--- config.mk ---
export PLATFORM = sky130hd
export DESIGN_NAME = potato1_datapath
export DESIGN_NICKNAME = d
export VERILOG_FILES = /design/src/rtl/potato1_pkg.sv /design/src/rtl/potato1_tape.sv /design/src/rtl/potato1_datapath.sv
export SDC_FILE = /design/constraint.sdc
export NUM_CORES = 1
export LEC_CHECK = 0
export CELL_PAD_IN_SITES_DETAIL_PLACEMENT = 0
export CELL_PAD_IN_SITES_GLOBAL_PLACEMENT = 2
export CORE_AREA = 8 8 155 157
export CTS_CLUSTER_DIAMETER = 60
export DETAILED_ROUTE_END_ITERATION = 6
export DIE_AREA = 0 0 163 165
export GPL_TIMING_DRIVEN = 0
export PLACE_DENSITY = 0.74
export SLEW_MARGIN = 20
export SYNTH_ARGS = -nofsm -noshare
export SYNTH_HDL_FRONTEND = slang
export SYNTH_HIERARCHICAL = 1
export SYNTH_SLANG_ARGS = --single-unit
--- constraint.sdc ---
create_clock -name Clock -period 3 [get_ports Clock]
set_input_delay 0.3 -clock Clock [delete_from_list [all_inputs] [get_ports Clock]]
set_output_delay 0.3 -clock Clock [all_outputs]
set_load 0.05 [all_outputs]
--- src/rtl/potato1_pkg.sv ---
// Shared definitions for the potato1 core and datapath: command bits, opcodes, default sizes.
package potato1_pkg;

  localparam int CMD_PC_INC = 0;
  localparam int CMD_PC_DEC = 1;
  localparam int CMD_X_INC  = 2;
  localparam int CMD_X_DEC  = 3;
  localparam int CMD_A_INC  = 4;
  localparam int CMD_A_DEC  = 5;
  localparam int CMD_PUT    = 6;
  localparam int CMD_GET    = 7;

  localparam int PC_W_DEF       = 8;
  localparam int TAPE_DEPTH_DEF = 16;
  localparam int CELL_W_DEF     = 8;

  typedef enum logic [3:0] {
    OP_X_INC = 4'b0000,
    OP_X_DEC = 4'b0001,
    OP_A_INC = 4'b0010,
    OP_A_DEC = 4'b0011,
    OP_PUT   = 4'b0100,
    OP_GET   = 4'b0101,
    OP_JZ    = 4'b0110,
    OP_JNZ   = 4'b0111,
    OP_HALT  = 4'b1111
  } opcode_e;

  // A word carrying a PC move is the first issue of an instruction.
  function automatic logic is_fresh(input logic [7:0] cmd);
    return cmd[CMD_PC_INC] | cmd[CMD_PC_DEC];
  endfunction

endpackage

--- src/rtl/potato1_tape.sv ---
// Data tape: cell registers with one inc/dec/write port at X, read port and zero detect at X.
module potato1_tape
  import potato1_pkg::*;
#(
  parameter int DEPTH  = TAPE_DEPTH_DEF,
  parameter int CELL_W = CELL_W_DEF,
  parameter int X_W    = $clog2(TAPE_DEPTH_DEF)
) (
  input  logic              Clock,
  input  logic              Reset_n,
  input  logic [X_W-1:0]    x_i,
  input  logic              inc_i,
  input  logic              dec_i,
  input  logic              wr_en_i,
  input  logic [CELL_W-1:0] wr_data_i,
  output logic [CELL_W-1:0] rd_data_o,
  output logic              zero_o
);

  logic [CELL_W-1:0] cells_q [DEPTH];
  logic [CELL_W-1:0] cell_d;
  logic              cell_we;

  assign rd_data_o = cells_q[x_i];
  assign zero_o    = (rd_data_o == '0);

  // An external write wins over any arithmetic on the same cell.
  always_comb begin
    cell_d  = rd_data_o;
    cell_we = 1'b0;
    if (wr_en_i) begin
      cell_d  = wr_data_i;
      cell_we = 1'b1;
    end else if (inc_i && !dec_i) begin
      cell_d  = rd_data_o + CELL_W'(1);
      cell_we = 1'b1;
    end else if (dec_i && !inc_i) begin
      cell_d  = rd_data_o - CELL_W'(1);
      cell_we = 1'b1;
    end
  end

  generate
    for (genvar gi = 0; gi < DEPTH; gi++) begin : g_cell
      always_ff @(posedge Clock or negedge Reset_n) begin
        if (!Reset_n) begin
          cells_q[gi] <= '0;
        end else if (cell_we && (x_i == X_W'(gi))) begin
          cells_q[gi] <= cell_d;
        end
      end
    end
  endgenerate

endmodule

--- src/rtl/potato1_datapath.sv ---
// potato1 datapath: program counter, data pointer, tape and the PUT/GET handshake tracker.
module potato1_datapath
  import potato1_pkg::*;
#(
  parameter  int PC_W       = PC_W_DEF,
  parameter  int TAPE_DEPTH = TAPE_DEPTH_DEF,
  parameter  int CELL_W     = CELL_W_DEF,
  localparam int X_W        = $clog2(TAPE_DEPTH)
) (
  input  logic              Clock,
  input  logic              Reset_n,
  input  logic [7:0]        Command,
  output logic [PC_W-1:0]   ProgAddr,
  input  logic [3:0]        ProgData,
  output logic [3:0]        Instr,
  output logic              Zero,
  output logic              IoBusy,
  output logic [X_W-1:0]    DataPtr,
  output logic [CELL_W-1:0] PutData,
  output logic              PutValid,
  input  logic              PutReady,
  input  logic [CELL_W-1:0] GetData,
  input  logic              GetValid,
  output logic              GetReady
);

  logic [PC_W-1:0] pc_q, pc_d;
  logic [X_W-1:0]  x_q, x_d;
  logic            io_done_q, io_done_d;
  logic            fresh, pending, get_xfer, put_xfer;

  assign fresh    = is_fresh(Command);
  // A repeated (non-fresh) word only re-offers the transfer if it has not happened yet.
  assign pending  = fresh | ~io_done_q;
  assign GetReady = Command[CMD_GET] & pending;
  assign PutValid = Command[CMD_PUT] & ~Command[CMD_GET] & pending;
  assign IoBusy   = PutValid | GetReady;
  assign get_xfer = GetValid & GetReady;
  assign put_xfer = PutValid & PutReady;

  assign Instr    = ProgData;
  assign ProgAddr = pc_q;
  assign DataPtr  = x_q;

  always_comb begin
    pc_d = pc_q;
    if (Command[CMD_PC_INC] && !Command[CMD_PC_DEC]) pc_d = pc_q + PC_W'(1);
    if (Command[CMD_PC_DEC] && !Command[CMD_PC_INC]) pc_d = pc_q - PC_W'(1);
  end

  always_comb begin
    x_d = x_q;
    if (Command[CMD_X_INC] && !Command[CMD_X_DEC])
      x_d = (x_q == X_W'(TAPE_DEPTH - 1)) ? '0 : x_q + X_W'(1);
    if (Command[CMD_X_DEC] && !Command[CMD_X_INC])
      x_d = (x_q == '0) ? X_W'(TAPE_DEPTH - 1) : x_q - X_W'(1);
  end

  always_comb begin
    io_done_d = io_done_q;
    if (put_xfer || get_xfer) io_done_d = 1'b1;
    else if (fresh)           io_done_d = 1'b0;
  end

  always_ff @(posedge Clock or negedge Reset_n) begin
    if (!Reset_n) begin
      pc_q      <= '0;
      x_q       <= '0;
      io_done_q <= 1'b0;
    end else begin
      pc_q      <= pc_d;
      x_q       <= x_d;
      io_done_q <= io_done_d;
    end
  end

  potato1_tape #(
    .DEPTH (TAPE_DEPTH),
    .CELL_W(CELL_W),
    .X_W   (X_W)
  ) u_tape (
    .Clock    (Clock),
    .Reset_n  (Reset_n),
    .x_i      (x_q),
    .inc_i    (Command[CMD_A_INC]),
    .dec_i    (Command[CMD_A_DEC]),
    .wr_en_i  (get_xfer),
    .wr_data_i(GetData),
    .rd_data_o(PutData),
    .zero_o   (Zero)
  );

endmodule

==> reports/metrics.cfg, run 1 <==
[hold_path]
hold_class = primary input to asynchronous set/reset pin

[critical_path]
crit_fanout = 8
critPathLaunch = DataPtr[0]
path_cells = buf_12 > buf_4 > mux4_2 > a22oi_2 > nand2_4 > nor4_4 > and3_4 > buf_8
cp.required_ps = 2700
reg2reg_slack_ps = -110
cp-end-kind = output port
ff2ff_path_depth = 10
r2r_start = DataPtr[0]
slowest_delay_ps = 540
start_kind = register
worstPathArrival_ps = 2830
crit_type = register to output port
crit_slowest_cell = dfrtp_4

[clocking]
cts_buffers = 17
cts.sinks = 141
cts.htree.levels = 4
cts_tree = built
clk_latency_ps = 430
clk_pin_slew_worst_paths_ps = 60
root_buffer = clkbuf_16
clockBufferDepth = 2

[timing]
fmax_mhz = 320
fin_hold_ws_ps = 386
hold_violations = 0
tightestPinTransition_ps = 965
layout_min_cycle_time_ps = 3130
rsz0062_at_grt = yes
setup_viol = 85
fin_crit_sh_pct = 104
final-max-slew-violation-count = 0
finalClockSkew_ps = 9.81
setup_slack_ps = -126
slew_headroom_pct = 35.2

[floorplan]
die_w_microns = 163
die_y_microns = 165
initial_utilization_pct = 34.4
core_area_sq_um = 21500
rows = 54
ios = 52
dieArea_sq_um = 26900

[pwr]
p_sw_share_pct = 42.6
peakVddDrop_v = 0.000520
p_leak_uw = 0.00408
internal-power_uw = 7860
p_seq_share_pct = 24.4
power.total_uw = 13700
clock_power_share_pct = 16.7
switching_power_uw = 5830
p_per_area_nw_per_um2 = 1400
power_frac_comb_pct = 58.9

[global_route]
grt-ovfl-total = 0
grt_pass1_vias = 5873
grt_max_degree = 84
grt_pass1_wl_mm = 33.7
track_usage_pct = 16.4
antenna_found_initial = 0

[status]
violations = DRC, setup timing
status = finished with violations

[placement]
portBuffers = 47
placedCellCount = 1018
place.gp.congestion = 0.768
hpwl_mm = 14.1

[detailed_routing]
num_vias = 5725
highest_layer = met4
dr.pass1.iters = 7
wl_met2_mm = 10.1
postRouteAntennaNets = 0
route.final.wire_length_mm = 21.0
wire_per_inst_microns = 19.3
vias_per_cell = 5.26
wl_met1_mm = 9.44
dr_wl_met3_mm = 1.03
drc = 3
drt-initial-drc-count = 375

[synthesis]
syn-instance-count = 690
synth_ff_type = dfrtp_1
postSynthNetCount = 726
ys_ff_latch = 141
synth_area_sq_um = 7390
yosys-top-cells-count = dfrtp_1, nand2_1, nor2_1
synth_warnings = 6
async_flop_share_pct = 100
ys_top_cells_by_area = dfrtp_1, mux4_2, nand2_1, a21oi_1, o21ai_0
seq_area_frac_synth_pct = 47.8
yosysMostFrequentCell = dfrtp_1
synth_top_area_share_pct = 47.8
synth_top_area_cell = dfrtp_1
synth_edf_count = 0
ys_types = 63
syn_area_per_cell_sq_um = 10.7

[layout]
n_antenna_cell = 0
stdcell_count = 1088
final.fill_count = 2005
fin_util_pct = 45.6
area_growth_pct = 32.5
drive_gt1_share_pct = 32.7
nNetsFinal = 831

[run]
maxCapViolCount = 0

## layout by cell type, fill, tap and decap left out, types with 6 or more instances in the layout
cell type	count
dfrtp_1	137
nand2_1	79
nor2_1	63
a21oi_1	40
clkdlybuf4s50_1	37
o21ai_0	35
mux4_2	34
buf_4	30
a21oi_2	25
mux2_2	22
buf_6	18
clkbuf_16	18
o21ai_1	15
inv_1	14
clkbuf_2	11
nor2b_1	10
ha_1	10
nand3_1	9
o21ai_2	9
nand2b_1	8
mux2i_1	8
buf_8	8
a22oi_2	8
mux2_4	8
xor2_1	7
nor3_1	7
xnor2_1	7
buf_2	6
clkbuf_1	6
## state kept, by name, summed over array words and instances, names as in the netlist
signal and count:
DataPtr 4, ProgAddr 8, io_done_q 1, u_tape/cells_q 128
## metal layers
layer  track usage, %  up-vias
li1                 -     2674
met1             21.3     2900
met2             26.4      120
met3             4.19       31
met4             4.88        0
met5                0        -
## worst max-delay path, delay by kind of cell (launching register included)
| kind | cells | cell delay [ps] |
|---|---|---|
| muxes | 1 | 500 |
| buffers and inverters | 3 | 430 |
| AOI/OAI and AO/OA | 1 | 240 |
| and+or+nand+nor | 3 | 670 |
| DFF | 1 | 540 |
## through the flow
stage / setup WS (ps) / TNS, ps / instance area (sq um)
after detailed placement: -860 / -67060 / 8440
after CTS: -198 / -9110 / 9560
after floorplan: -95.6 / -3880 / 7590
after global placement: -5010 / -639320 / 8410
final: -126 / -5030 / 9790
after global routing: -216 / -16260 / 9790
## timing repair
item	4_1_cts	5_1_grt
resized for setup	67	82
gates cloned	4	1
hold endpoints to repair	58	0
hold buffers	1	0
setup endpoints to repair	133	128
buffers inserted	27	7
pin swaps	7	27
## power by group through the flow
| stage | logic [uW] | registers (uW) | clock network (uW) |
|---|---|---|---|
| finish | 8060 | 3340 | 2290 |
| global placement | 6270 | 3330 | 0 |
| detailed placement | 6410 | 3370 | 0 |
| floorplan | 4490 | 3450 | 0 |
| CTS | 7570 | 3320 | 2340 |
| global route | 8650 | 3450 | 2440 |
## final timing paths
check                                          end
worst max-delay path                          Zero
worst min-delay path                    DataPtr[3]
worst max register to register  u_tape/cells_q[31]
worst min register to register  u_tape/cells_q[33]
max in group asynchronous              ProgAddr[2]
min in group Clock                       io_done_q
## logic make-up (layout without fill, tap and decap cells)
| logic type | Yosys count | after routing | share of synthesized area (%) |
|---|---|---|---|
| AOI/OAI and AO/OA | 164 | 164 | 13.2 |
| xor gates and xnor gates | 15 | 15 | 1.78 |
| adders and majority gates | 12 | 12 | 2.03 |
| buffers and inverters | 60 | 178 | 4.40 |
| DFF | 141 | 141 | 47.8 |
| muxes | 81 | 81 | 17.3 |
| and+or+nand+nor | 217 | 217 | 13.4 |
## layout make-up
cell class | count | area (sq um) | area share, %
buffer | 41 | 369 | 3.77
clock inverter | 10 | 159 | 1.62
sequential | 141 | 3540 | 36.2
clock buffer | 22 | 484 | 4.95
tap | 280 | 350 | 3.58
inverter | 17 | 66.3 | 0.677
timing repair buffer | 88 | 881 | 9.00
multi-input combinational | 489 | 3940 | 40.2
Note: power is estimated with default switching activity, not from simulation.
==> run 2, diff against run 1 <==
--- a/config.mk
+++ b/config.mk
@@ -7,12 +7,13 @@
 export LEC_CHECK = 0
 export CELL_PAD_IN_SITES_DETAIL_PLACEMENT = 0
 export CELL_PAD_IN_SITES_GLOBAL_PLACEMENT = 2
-export CORE_AREA = 8 8 155 157
+export CORE_AREA = 2 2 141 143
 export CTS_CLUSTER_DIAMETER = 60
 export DETAILED_ROUTE_END_ITERATION = 6
-export DIE_AREA = 0 0 163 165
+export DIE_AREA = 0 0 143 145
 export GPL_TIMING_DRIVEN = 0
-export PLACE_DENSITY = 0.74
+export MAX_ROUTING_LAYER = met4
+export PLACE_DENSITY = 0.79
 export SLEW_MARGIN = 20
 export SYNTH_ARGS = -nofsm -noshare
 export SYNTH_HDL_FRONTEND = slang
==> constraint.sdc (replaced) <==
create_clock -name Clock -period 3.3 [get_ports Clock]
set_input_delay 0.33 -clock Clock [delete_from_list [all_inputs] [get_ports Clock]]
set_output_delay 0.33 -clock Clock [all_outputs]
set_load 0.05 [all_outputs]
==> reports/metrics.cfg, run 2 (synthesis results as in run 1) <==
[pwr]
p_leak_uw = 0.00393  ; -3.7%
peakVddDrop_v = 0.000476  ; -8.6%
power.total_uw = 11100  ; -19%
p_per_area_nw_per_um2 = 1190  ; -15%

[global_route]
track_usage_pct = 19.9  ; +3.5 points
grt-ovfl-total = 0  ; unchanged
antenna_found_initial = 0  ; unchanged
grt_pass1_wl_mm = 30.7  ; -9.1%
grt_pass1_vias = 5467  ; -6.9%
grt_max_degree = 93  ; +11%

[critical_path]
ff2ff_path_depth = 11  ; +1
path_delay_family = multiplexers
r2r_start = DataPtr[0]
crit_type = register to register
critPathLaunch = DataPtr[0]
cp.required_ps = 3600  ; +900 ps
rr_endpoint = u_tape/cells_q[37]
crit_slowest_cell = mux4_2
crit_fanout = 10  ; +2
cp-endpoint = u_tape/cells_q[37]
path_cells = buf_12 > clkbuf_16 > mux4_2 > a22oi_1 > nand2_2 > or3_4 > o22ai_2 > xnor2_1 > o21ai_2 > buf_6 > mux2_1
path_depth = 11  ; +3
worstPathArrival_ps = 3510  ; +680 ps
slowest_delay_ps = 490  ; -50 ps
start_kind = register
cp-end-kind = register
reg2reg_slack_ps = 80  ; +190 ps
worst-path-buf-inv = 3  ; unchanged

[timing]
finalClockSkew_ps = 9.85  ; +0.0431 ps
setup_slack_ps = 82.7  ; +209 ps
fin_crit_sh_pct = 97.5
rsz0062_at_grt = yes
setup_viol = 0  ; -100%
fmax_mhz = 311
tightestPinTransition_ps = 927  ; -37.9 ps
final-max-slew-violation-count = 0  ; unchanged
slew_headroom_pct = 37.7  ; +2.5 points
layout_min_cycle_time_ps = 3220
hold_violations = 0  ; unchanged
tns_ps = 0  ; +5030 ps

[placement]
portBuffers = 47  ; unchanged
placed_cell_area_sq_um = 8260  ; -2.1%
dp_slack_ps = -945  ; -85.5 ps
place.gp.congestion = 0.816  ; +6.2%
hpwl_mm = 13.3  ; -5.6%

[layout]
final.fill_count = 1766  ; -12%
largest_register_ffs = 128  ; unchanged
final_cell_mix = dfrtp_1, nand2_1, nor2_1, a21oi_1, o21ai_0
final_common_cell = dfrtp_1
drive_gt1_share_pct = 24.3  ; -8.4 points
fin_util_pct = 48.3  ; +2.7 points
area_growth_pct = 25.6
n_antenna_cell = 0  ; unchanged
final_area_sq_um = 9280  ; -5.2%
nNetsFinal = 818  ; -1.6%
largest-register = u_tape/cells_q

[clocking]
clockBufferDepth = 2  ; unchanged
cts_tree = built
root_buffer = clkbuf_16
cts.sinks = 141  ; unchanged
cts.htree.levels = 4  ; unchanged
clk_pin_slew_worst_paths_ps = 60  ; about the same
clk_latency_ps = 420  ; about the same
cts_buffers = 17  ; unchanged

[detailed_routing]
wire_per_inst_microns = 18.1  ; -5.8%
dr.pass1.iters = 5  ; -2
num_vias = 5549  ; -3.1%
route.final.wire_length_mm = 19.2  ; -8.3%
postRouteAntennaNets = 0  ; unchanged
vias_per_cell = 5.23  ; -0.51%
drc = 0  ; -3
drt-initial-drc-count = 428  ; +14%

[floorplan]
die_y_microns = 145  ; -12%
rows = 51  ; -5.6%
dieArea_sq_um = 20700  ; -23%
initial_utilization_pct = 38.5  ; +4.1 points
die_w_microns = 143  ; -12%
core_area_sq_um = 19200  ; -11%
ios = 52  ; unchanged

[status]
status = finished, final reports clean

[run]
maxCapViolCount = 0  ; unchanged

[hold_path]
hold_class = primary input to asynchronous set/reset pin

==> run 2: metrics by stage <==
| step | hold slack (ps) | cells |
|---|---|---|
| floorplan | 34.4 | 690 |
| global placement | 457 | 1002 |
| detailed placement | 259 | 1003 |
| CTS | 393 | 1038 |
| global route | 450 | 1060 |
| finish | 427 | 1060 |
==> run 2: power by group <==
| group | switching, uW | internal, uW |
|---|---|---|
| Sequential | 483 | 2530 |
| Combinational | 3530 | 2640 |
| Clock | 759 | 1110 |
| Total | 4770 | 6280 |
==> run 2: routing by layer <==
metal	global-route usage, %	share of wire [%]	up-vias	routed length (microns)
met3	4.03	3.9	19	746
met2	31.0	49	121	9330
met5	-	0	-	0
li1	-	-	2642	-
met1	26.8	47	2767	8960
met4	4.95	0.97	0	186
==> run 2: area by class of cell <==
| cell class | instances | area [sq um] | share of cell area [%] |
|---|---|---|---|
| Multi-Input combinational cell | 489 | 3670 | 39.6 |
| Clock inverter | 15 | 150 | 1.62 |
| Clock buffer | 17 | 425 | 4.59 |
| Buffer | 43 | 355 | 3.83 |
| Sequential cell | 141 | 3540 | 38.1 |
| Tap cell | 265 | 332 | 3.57 |
| Timing Repair Buffer | 73 | 738 | 7.96 |
| Inverter | 17 | 63.8 | 0.688 |
==> run 2: worst min-delay path by stage <==
stage                        start                   to  slack, ps
2_1_floorplan              Reset_n           DataPtr[2]         30
3_3_place_gp   u_tape/cells_q[108]  u_tape/cells_q[108]        460
3_5_place_dp               Reset_n           DataPtr[1]        260
4_1_cts                    Reset_n           DataPtr[1]        390
5_1_grt                    Reset_n           DataPtr[0]        450
6_report                   Reset_n           DataPtr[0]        430
==> run 2: repair_timing <==
item	4_1_cts	5_1_grt
pin swaps	3	7
hold endpoints to repair	49	0
hold buffers	1	0
endpoints found under the setup margin	122	83
cloned	0	1
buffers inserted	2	21
resized for setup	47	25
==> run 3, diff against run 2 <==
--- a/config.mk
+++ b/config.mk
@@ -7,10 +7,10 @@
 export LEC_CHECK = 0
 export CELL_PAD_IN_SITES_DETAIL_PLACEMENT = 0
 export CELL_PAD_IN_SITES_GLOBAL_PLACEMENT = 2
-export CORE_AREA = 2 2 141 143
+export CORE_AREA = 10 10 149 151
 export CTS_CLUSTER_DIAMETER = 60
 export DETAILED_ROUTE_END_ITERATION = 6
-export DIE_AREA = 0 0 143 145
+export DIE_AREA = 0 0 159 161
 export GPL_TIMING_DRIVEN = 0
 export MAX_ROUTING_LAYER = met4
 export PLACE_DENSITY = 0.79
==> reports/metrics.cfg, run 3 (synthesis results as in run 1) <==
[detailed_routing]
drc = 0  ; unchanged
drt-initial-drc-count = 320  ; -25%
wire_per_inst_microns = 18.6  ; +2.5%
wl_met2_mm = 9.58  ; +2.6%
num_vias = 5599  ; +0.90%
route.final.wire_length_mm = 19.8  ; +2.8%
postRouteAntennaNets = 0  ; unchanged
dr_wl_met3_microns = 767  ; +2.8%
highest_layer = met4
vias_per_cell = 5.27  ; +0.62%
wl_met1_mm = 9.17  ; +2.3%
dr.pass1.iters = 5  ; unchanged

[timing]
fin_crit_sh_pct = 98.2  ; +0.71 points
finalClockSkew_ps = 7.39  ; -2.46 ps
layout_min_cycle_time_ps = 3240  ; +23.4 ps
final-max-slew-violation-count = 0  ; unchanged
tightestPinTransition_ps = 807  ; -120 ps
slew_headroom_pct = 45.8  ; +8.1 points
tns_ps = 0  ; unchanged
fmax_mhz = 309  ; -0.72%
hold_violations = 0  ; unchanged
setup_viol = 0  ; unchanged

[layout]
final_common_cell = dfrtp_1
n_antenna_cell = 0  ; unchanged
drive_gt1_share_pct = 24.1  ; -0.22 points
final_cell_mix = dfrtp_1, nand2_1, nor2_1, a21oi_1, o21ai_0
nNetsFinal = 821  ; +0.37%
largest_register_ffs = 128  ; unchanged
area_growth_pct = 26.5
largest-register = u_tape/cells_q

[critical_path]
crit_slowest_cell = clkdlybuf4s50_1
r2r_start = DataPtr[0]
cp.required_ps = 2970  ; -630 ps
slowest_delay_ps = 740  ; +250 ps
path_cells = buf_12 > buf_4 > mux4_2 > a22oi_2 > nand2_4 > clkdlybuf4s50_1
worstPathArrival_ps = 2910  ; -600 ps
worst-path-buf-inv = 3  ; unchanged
cp-end-kind = output port
rr_endpoint = u_tape/cells_q[45]
reg2reg_slack_ps = 80  ; about the same
start_kind = register
crit_fanout = 9  ; -1
ff2ff_path_depth = 11  ; unchanged
crit_type = register to output port
path_delay_family = buffers and inverters

[placement]
place.gp.congestion = 0.791  ; -3.0%
portBuffers = 47  ; unchanged
hpwl_mm = 13.7  ; +2.8%

[hold_path]
hold_class = primary input to asynchronous set/reset pin

[global_route]
grt_max_degree = 86  ; -7.5%
grt_pass1_wl_mm = 30.9  ; +0.70%
track_usage_pct = 15.6  ; -4.3 points
grt_pass1_vias = 5456  ; -0.20%
antenna_found_initial = 0  ; unchanged
grt-ovfl-total = 0  ; unchanged

[clocking]
clockBufferDepth = 2  ; unchanged
clk_latency_ps = 430  ; about the same
root_buffer = clkbuf_16
cts_tree = built
cts.sinks = 141  ; unchanged
clk_pin_slew_worst_paths_ps = 60  ; about the same
cts_buffers = 17  ; unchanged
cts.htree.levels = 4  ; unchanged

[pwr]
p_per_area_nw_per_um2 = 1220  ; +2.3%
power.total_uw = 11400  ; +3.0%
p_leak_uw = 0.00392  ; -0.16%
peakVddDrop_v = 0.000458  ; -3.7%

[floorplan]
ios = 52  ; unchanged
initial_utilization_pct = 38.5  ; unchanged
core_area_sq_um = 19200  ; unchanged
rows = 51  ; unchanged
die_w_microns = 159  ; +11%
dieArea_sq_um = 25600  ; +23%
die_y_microns = 161  ; +11%

[run]
maxCapViolCount = 0  ; unchanged

[status]
status = finished, final reports clean

[run 3: cell types whose count changed in the layout (fill, tap and decap cells not counted), moves of 3 or more]
cell,before,now
bufinv_16,2,5
clkinv_2,5,1
clkinv_4,4,1
o21ai_0,48,52
o21ai_1,9,6
buf_12,4,1
buf_4,31,36
[run 3: metal layers]
layer	vias to the layer above	GRT usage, %
met5	-	-
met4	0	3.71
met3	18	3.33
met2	117	24.5
met1	2821	20.2
li1	2643	-
[run 3: final cells by class]
cell class	instances	area, sq um
clock buffer	18	429
fill	1758	9860
inverter	17	63.8
timing repair buffer	76	731
tap	265	332
multi-input combinational	489	3680
clock inverter	14	218
buffer	43	354
sequential	141	3540
[run 3: worst reg2reg max path, stage by stage (launching register included)]
cell and delay, ps:
dfrtp_4 500, buf_12 160, buf_4 160, mux4_2 430
a22oi_2 330, nand2_4 160, or3_4 410, o22ai_2 120
xnor2_1 170, o21ai_2 160, buf_6 190, mux2_1 300
[run 3: timing repair]
item	in CTS	in global routing
setup buffers	2	24
setup endpoints to repair	122	93
gates resized for setup	39	28
cloned	0	1
pin swaps	0	6
hold endpoints to repair	56	0
hold buffers	1	0
[run 3: worst max path at each step]
stage / from / endpoint / slack [ps] / cells after the start
final: DataPtr[0] / PutData[2] / 60 / 6
after global routing: DataPtr[0] / u_tape/cells_q[6] / -20 / 11
after CTS: DataPtr[0] / Zero / 0.1 / 8
after detailed placement: DataPtr[1] / u_tape/cells_q[34] / -890 / 14
after global placement: Reset_n / DataPtr[0] / -4670 / 1
after floorplan: DataPtr[0] / Zero / 20 / 7
[run 3: through the flow]
| step | hold WS [ps] | utilization, % | area [sq um] | setup WS [ps] | instances |
|---|---|---|---|---|---|
| 2_1_floorplan | 34.4 | - | 7430 | 23.4 | 690 |
| 3_3_place_gp | 457 | 42.9 | 8230 | -4670 | 1002 |
| 3_5_place_dp | 289 | 43.0 | 8260 | -892 | 1003 |
| 4_1_cts | 430 | 47.1 | 9050 | 0.149 | 1038 |
| 5_1_grt | 478 | 48.6 | 9340 | -16.7 | 1063 |
| 6_report | 430 | 48.6 | 9340 | 59.3 | 1063 |
[run 3: report_power, final]
group	switching, uW	internal [uW]
clock network	773	1340
registers	490	2530
logic	3570	2680
total	4830	6550
==> RTL change 1 (settings of run 3) <==
`pc_q` and `x_q` no longer have a reset.
--- a/src/rtl/potato1_datapath.sv
+++ b/src/rtl/potato1_datapath.sv
@@ -64,14 +64,15 @@
 
   always_ff @(posedge Clock or negedge Reset_n) begin
     if (!Reset_n) begin
-      pc_q      <= '0;
-      x_q       <= '0;
       io_done_q <= 1'b0;
     end else begin
-      pc_q      <= pc_d;
-      x_q       <= x_d;
       io_done_q <= io_done_d;
     end
+  end
+
+  always_ff @(posedge Clock) begin
+    pc_q <= pc_d;
+    x_q  <= x_d;
   end
 
   potato1_tape #(
Check against the original RTL: not equivalent (Yosys sat finds a counterexample within 4 cycles, from zero or initial values and one cycle with Reset_n low).
==> RTL change 1 against run 3 <==
Power fell by 5.9%; synthesized cell count fell by 4.5%; sequential cell count did not move; non-clock buffer count did not move; worst setup slack got worse by 0.0059 ns; design area rose by 0.27%; sequential power barely moved; wire length rose by 0.19%; count of clock-buffer cells in the layout rose by 2; synthesized area fell by 1.4%; cell count fell by 2.8%; fmax fell by 0.18%.
==> RTL change 1: results (changes against run 3) <==
metric,value,unit,change
status,completed,,
post-DR wirelength/cell,19.2,um,+3.1%
GR Layer Usage met1,21.2,%,+1.0 points
drt total wl,19800,um,+0.19%
"Largest stage delay, worst path",0.58,ns,-0.16 ns
largest cells by area after synthesis,"dfrtp_1 44%, mux4_2 11%, edfxtp_1 4.9%, nand2_1 4.1%, a21oi_1 3.9%",,
Mapped Cells,659,,-4.5%
Peak VDD IR,0.000458,V,about the same
"EDFF count, synth",12,,+12
CTS root buf,clkbuf_16,,
r2r worst-path depth,13,,+2
initial antenna violation count,0,,unchanged
worst min-delay path class,primary input to asynchronous set/reset pin,,
met3 Use GR,2.87,%,-0.46 points
Synthesized Nets,695,,-4.3%
dpl cell area,0.00830,mm^2,+0.42%
fill count,1726,,-1.8%
Initial DRC Count,411,,+28%
Layout Skew,0.0110,ns,+0.00362 ns
Crit path max-delay family,multiplexers,,
Switching Fraction,41.2,%,-1.3 points
max reg flops,128,,unchanged
Critical R2R Capture,u_tape/cells_q[84]$_DFFE_PN0P_,,
slowest CP cell,mux4_2,,
ys async rst share,91.5,%,-8.5 points
crit path max fanout,10,,+1
Placed Cells,972,,-3.1%
drt pass-1 iters,4,,-1
CTS max path bufs,2,,unchanged
area grow syn2layout,28.5,%,
normalized max-slew margin,31.3,%,-14 points
CTS Buf Count,17,,unchanged
Final HPWL DP,13700,um,-0.21%
vias in the first global route,5492,,+0.66%
reg2reg start,DataPtr[0]$_DFFE_PP_,,
first-pass GRT wire length,31800,um,+2.8%
share of cells above drive strength 1,28.3,%,+4.2 points
GP Congestion,0.819,,+3.5%
Total GRT Usage,16.1,%,+0.53 points
register area share after synthesis,49.2,%,+1.5 points
Post-synth top cells,"129 x dfrtp_1, 80 x nand2_1, 65 x nor2_1, 57 x a21oi_1, 51 x o21ai_0",,
Synth cell types,59,,-6.3%
Leak,3.93,nW,+0.12%
DR vias,5375,,-4.0%
Layout Nets,791,,-3.7%
WHS,0.388,ns,-0.0425 ns
M2 GR Usage,24.8,%,+0.27 points
WP data arrival,2.92,ns,about the same
Clock H-tree levels,4,,unchanged
Place WS,-0.671,ns,+0.221 ns
==> RTL change 1: cell count changes after synthesis, moves of 3 or more <==
| cell | change |
|---|---|
| a21oi_1 | -4 |
| dfrtp_1 | -12 |
| edfxtp_1 | +12 |
| nand2_1 | -3 |
| nand2b_1 | -3 |
| nor2b_1 | -5 |
| o21ai_0 | -3 |
==> RTL change 1: cell families after synthesis <==
| group | after synthesis | share of synthesized area, % |
|---|---|---|
| buffers and inverters | 60 | 4.55 |
| adder cells (fa/ha/maj) | 12 | 2.06 |
| AO/OA/AOI/OAI | 148 | 12.0 |
| AND/OR/NAND/NOR | 203 | 12.9 |
| multiplexers | 78 | 17.2 |
| flip-flops | 141 | 49.2 |
| XOR/XNOR | 17 | 2.04 |
==> RTL change 1: final cells by class <==
cell class | instances | share of cell area (%)
sequential | 141 | 38.3
clock buffer | 20 | 4.89
tap | 265 | 3.54
timing repair buffer | 77 | 7.95
buffer | 42 | 3.83
multi-input combinational | 458 | 38.8
clock inverter | 12 | 1.99
inverter | 18 | 0.748
==> RTL change 1: worst register-to-register path, cell delays in order, from the launching register on <==
cell,delay [ns]
edfxtp_1,0.43
buf_12,0.17
buf_16,0.15
mux4_2,0.52
a22oi_2,0.29
nand2_4,0.15
inv_4,0.09
ha_4,0.12
nand3b_1,0.17
o31ai_2,0.28
xor2_1,0.13
mux2i_4,0.31
buf_6,0.20
a21oi_2,0.06
==> RTL change 1: worst max path at each step <==
stage | end | from | slack (ns)
4_1_cts | Zero | DataPtr[0]$_DFFE_PP_ | -0.05
3_3_place_gp | u_tape/cells_q[13]$_DFFE_PN0P_ | Reset_n | -3.10
2_1_floorplan | u_tape/cells_q[12]$_DFFE_PN0P_ | DataPtr[0]$_DFFE_PP_ | -0.05
6_report | Zero | DataPtr[0]$_DFFE_PP_ | 0.05
3_5_place_dp | Zero | DataPtr[1]$_DFFE_PP_ | -0.67
5_1_grt | Zero | DataPtr[0]$_DFFE_PP_ | -0.07
==> RTL change 1: power groups by stage <==
stage          registers, mW  clock network (mW)  logic [mW]
6_report                3.03                2.09        5.60
3_3_place_gp            3.04                   0        4.84
3_5_place_dp            3.09                   0        4.93
4_1_cts                 3.04                2.13        5.07
2_1_floorplan           3.10                   0        3.49
5_1_grt                 3.12                2.20        6.04
==> RTL change 1: what timing repair did <==
action	in CTS	in global routing
pin swaps	0	8
setup buffers	4	22
resized for setup	28	42
hold endpoints to repair	44	0
endpoints found under the setup margin	121	90
gates cloned	0	2
hold buffers	1	0
==> RTL change 1: layer usage <==
layer / wire (um) / vias up
li1: - / 2544
met1: 9480 / 2707
met2: 9280 / 106
met3: 806 / 18
met5: 0 / -
met4: 227 / 0
==> RTL change 2 (flow settings as in run 3) <==
Without the edit above. `PC_W_DEF`: 8 -> 10.
--- a/src/rtl/potato1_pkg.sv
+++ b/src/rtl/potato1_pkg.sv
@@ -10,7 +10,7 @@
   localparam int CMD_PUT    = 6;
   localparam int CMD_GET    = 7;
 
-  localparam int PC_W_DEF       = 8;
+  localparam int PC_W_DEF       = 10;
   localparam int TAPE_DEPTH_DEF = 16;
   localparam int CELL_W_DEF     = 8;
 
Interface: changed (resized ProgAddr); port bits go from 52 to 54. No check against the original RTL was run, so the function may have changed too.
==> RTL change 2 against run 3 <==
Power rose by 4.2%; synthesized area grew 1.7%; wire length is 2.7% higher; sequential cell count increased by 2; sequential power grew 3%; clock power shrank 4%; critical path depth increased by 7; worst setup slack better by 0.030 ns; utilization grew 0.97 points; first-iteration DRC count is 27% higher; hold slack better by 0.011 ns; design area is 2.0% higher; highest routed layer unchanged.
==> RTL change 2: results (changes against run 3) <==
metric,value,unit,change
CLK BUF,20,,+2
Initial DRC Count,406,,+27%
M2 GR Usage,25.8,%,+1.3 points
largest net degree at the start of global routing,80,,-7.0%
Port-buffer cells,49,,+4.3%
Power Density,1250,mW/mm^2,+2.2%
ClkCell Share,6.54,%,-0.38 points
Mean Syn Cell Area,10.7,um^2,+0.35%
register area share after synthesis,47.6,%,-0.11 points
Resized cells post-CTS,41,,+5.1%
Tightest Pin Transition,0.814,ns,+0.00703 ns
Leak,4.01,nW,+2.3%
Place WS,-0.799,ns,+0.0937 ns
drt total wl,20300,um,+2.7%
largest cells by area after synthesis,"dfrtp_1 48%, mux4_2 9.9%, o21ai_0 4.3%, a21oi_1 4.1%, nand2_1 3.9%",,
first-pass GRT wire length,32200,um,+4.2%
Layout Skew,0.0129,ns,+0.00554 ns
Data buffer area share,11.6,%,-0.056 points
Multi-In Gates,493,,+0.82%
Peak VDD IR,0.000454,V,-0.86%
fill count,1758,,unchanged
Layout Nets,831,,+1.2%
drt pass-1 iters,5,,unchanged
GR Layer Usage met1,20.7,%,+0.51 points
Total GRT Usage,16.2,%,+0.64 points
vias in the first global route,5680,,+4.1%
Synthesized Nets,737,,+1.5%
status,completed,,
register area,0.00359,mm^2,+1.3%
fraction of area in multi-input gates,40.1,%,+0.69 points
dpl cell area,0.00840,mm^2,+1.6%
DR vias/cell,5.33,,+1.2%
Final Max Tran Viols,0,,unchanged
WP data arrival,3.50,ns,+0.59 ns
Post-synth top cells,"143 x dfrtp_1, 79 x nand2_1, 66 x nor2_1, 64 x o21ai_0, 61 x a21oi_1",,
# Post-CTS Setup Buffers,1,,-1
share of cells above drive strength 1,24.4,%,+0.38 points
Inverters excl. clock,19,,+2
Sink Count,143,,+1.4%
Final HPWL DP,14300,um,+4.0%
Placed Cells,1014,,+1.1%
final antenna diode count,0,,unchanged
met3 Use GR,3.51,%,+0.18 points
GP Congestion,0.809,,+2.3%
Synth cell types,60,,-4.8%
CTS Buf Count,17,,unchanged
post-DR wirelength/cell,18.9,um,+1.9%
-- RTL change 2: final timing paths --
path                            cells after the start                             end  slack [ns]                    start
worst max-delay path                               13  u_tape/cells_q[60]$_DFFE_PN0P_        0.09   DataPtr[0]$_DFFE_PN0P_
worst min-delay path                                2         ProgAddr[8]$_DFFE_PN0P_        0.44                  Reset_n
worst max register to register                     13  u_tape/cells_q[60]$_DFFE_PN0P_        0.09   DataPtr[0]$_DFFE_PN0P_
worst min register to register                      1         ProgAddr[9]$_DFFE_PN0P_        0.47  ProgAddr[9]$_DFFE_PN0P_
max in group asynchronous                           3  u_tape/cells_q[74]$_DFFE_PN0P_        2.07                  Reset_n
min in group Clock                                  1         ProgAddr[9]$_DFFE_PN0P_        0.47  ProgAddr[9]$_DFFE_PN0P_
-- RTL change 2: power by group --
part / switching (mW) / leakage, nW / internal, mW
sequential: 0.518 / 1.76 / 2.59
combinational: 3.85 / 1.94 / 2.88
clock: 0.729 / 0.309 / 1.30
-- RTL change 2: cells by family (layout without fill, tap and decap cells) --
family          count (synthesis)  in the layout  share of synthesized area (%)
simple gates                  205            205                           12.4
compound gates                174            174                           14.1
flops                         143            143                           47.6
mux                            81             81                           16.9
buf+inv                        63            170                           4.38
xor+xnor                       19             19                           2.22
fa+ha+maj                      14             14                           2.33
-- RTL change 2: metal layers --
metal	up-vias	wire, um
met4	0	138
met3	12	807
met2	107	9900
li1	2693	-
met5	-	0
met1	2899	9440
-- RTL change 2: critical path, stage by stage, from the launching register on --
cell and delay, ns:
dfrtp_2 0.41, buf_12 0.16, buf_16 0.16, mux4_2 0.51
a22oi_2 0.31, nand2_4 0.14, inv_1 0.11, ha_1 0.14
nand3b_1 0.15, o31ai_2 0.24, xor2_1 0.13, mux2i_4 0.31
buf_2 0.22, o21ai_0 0.09
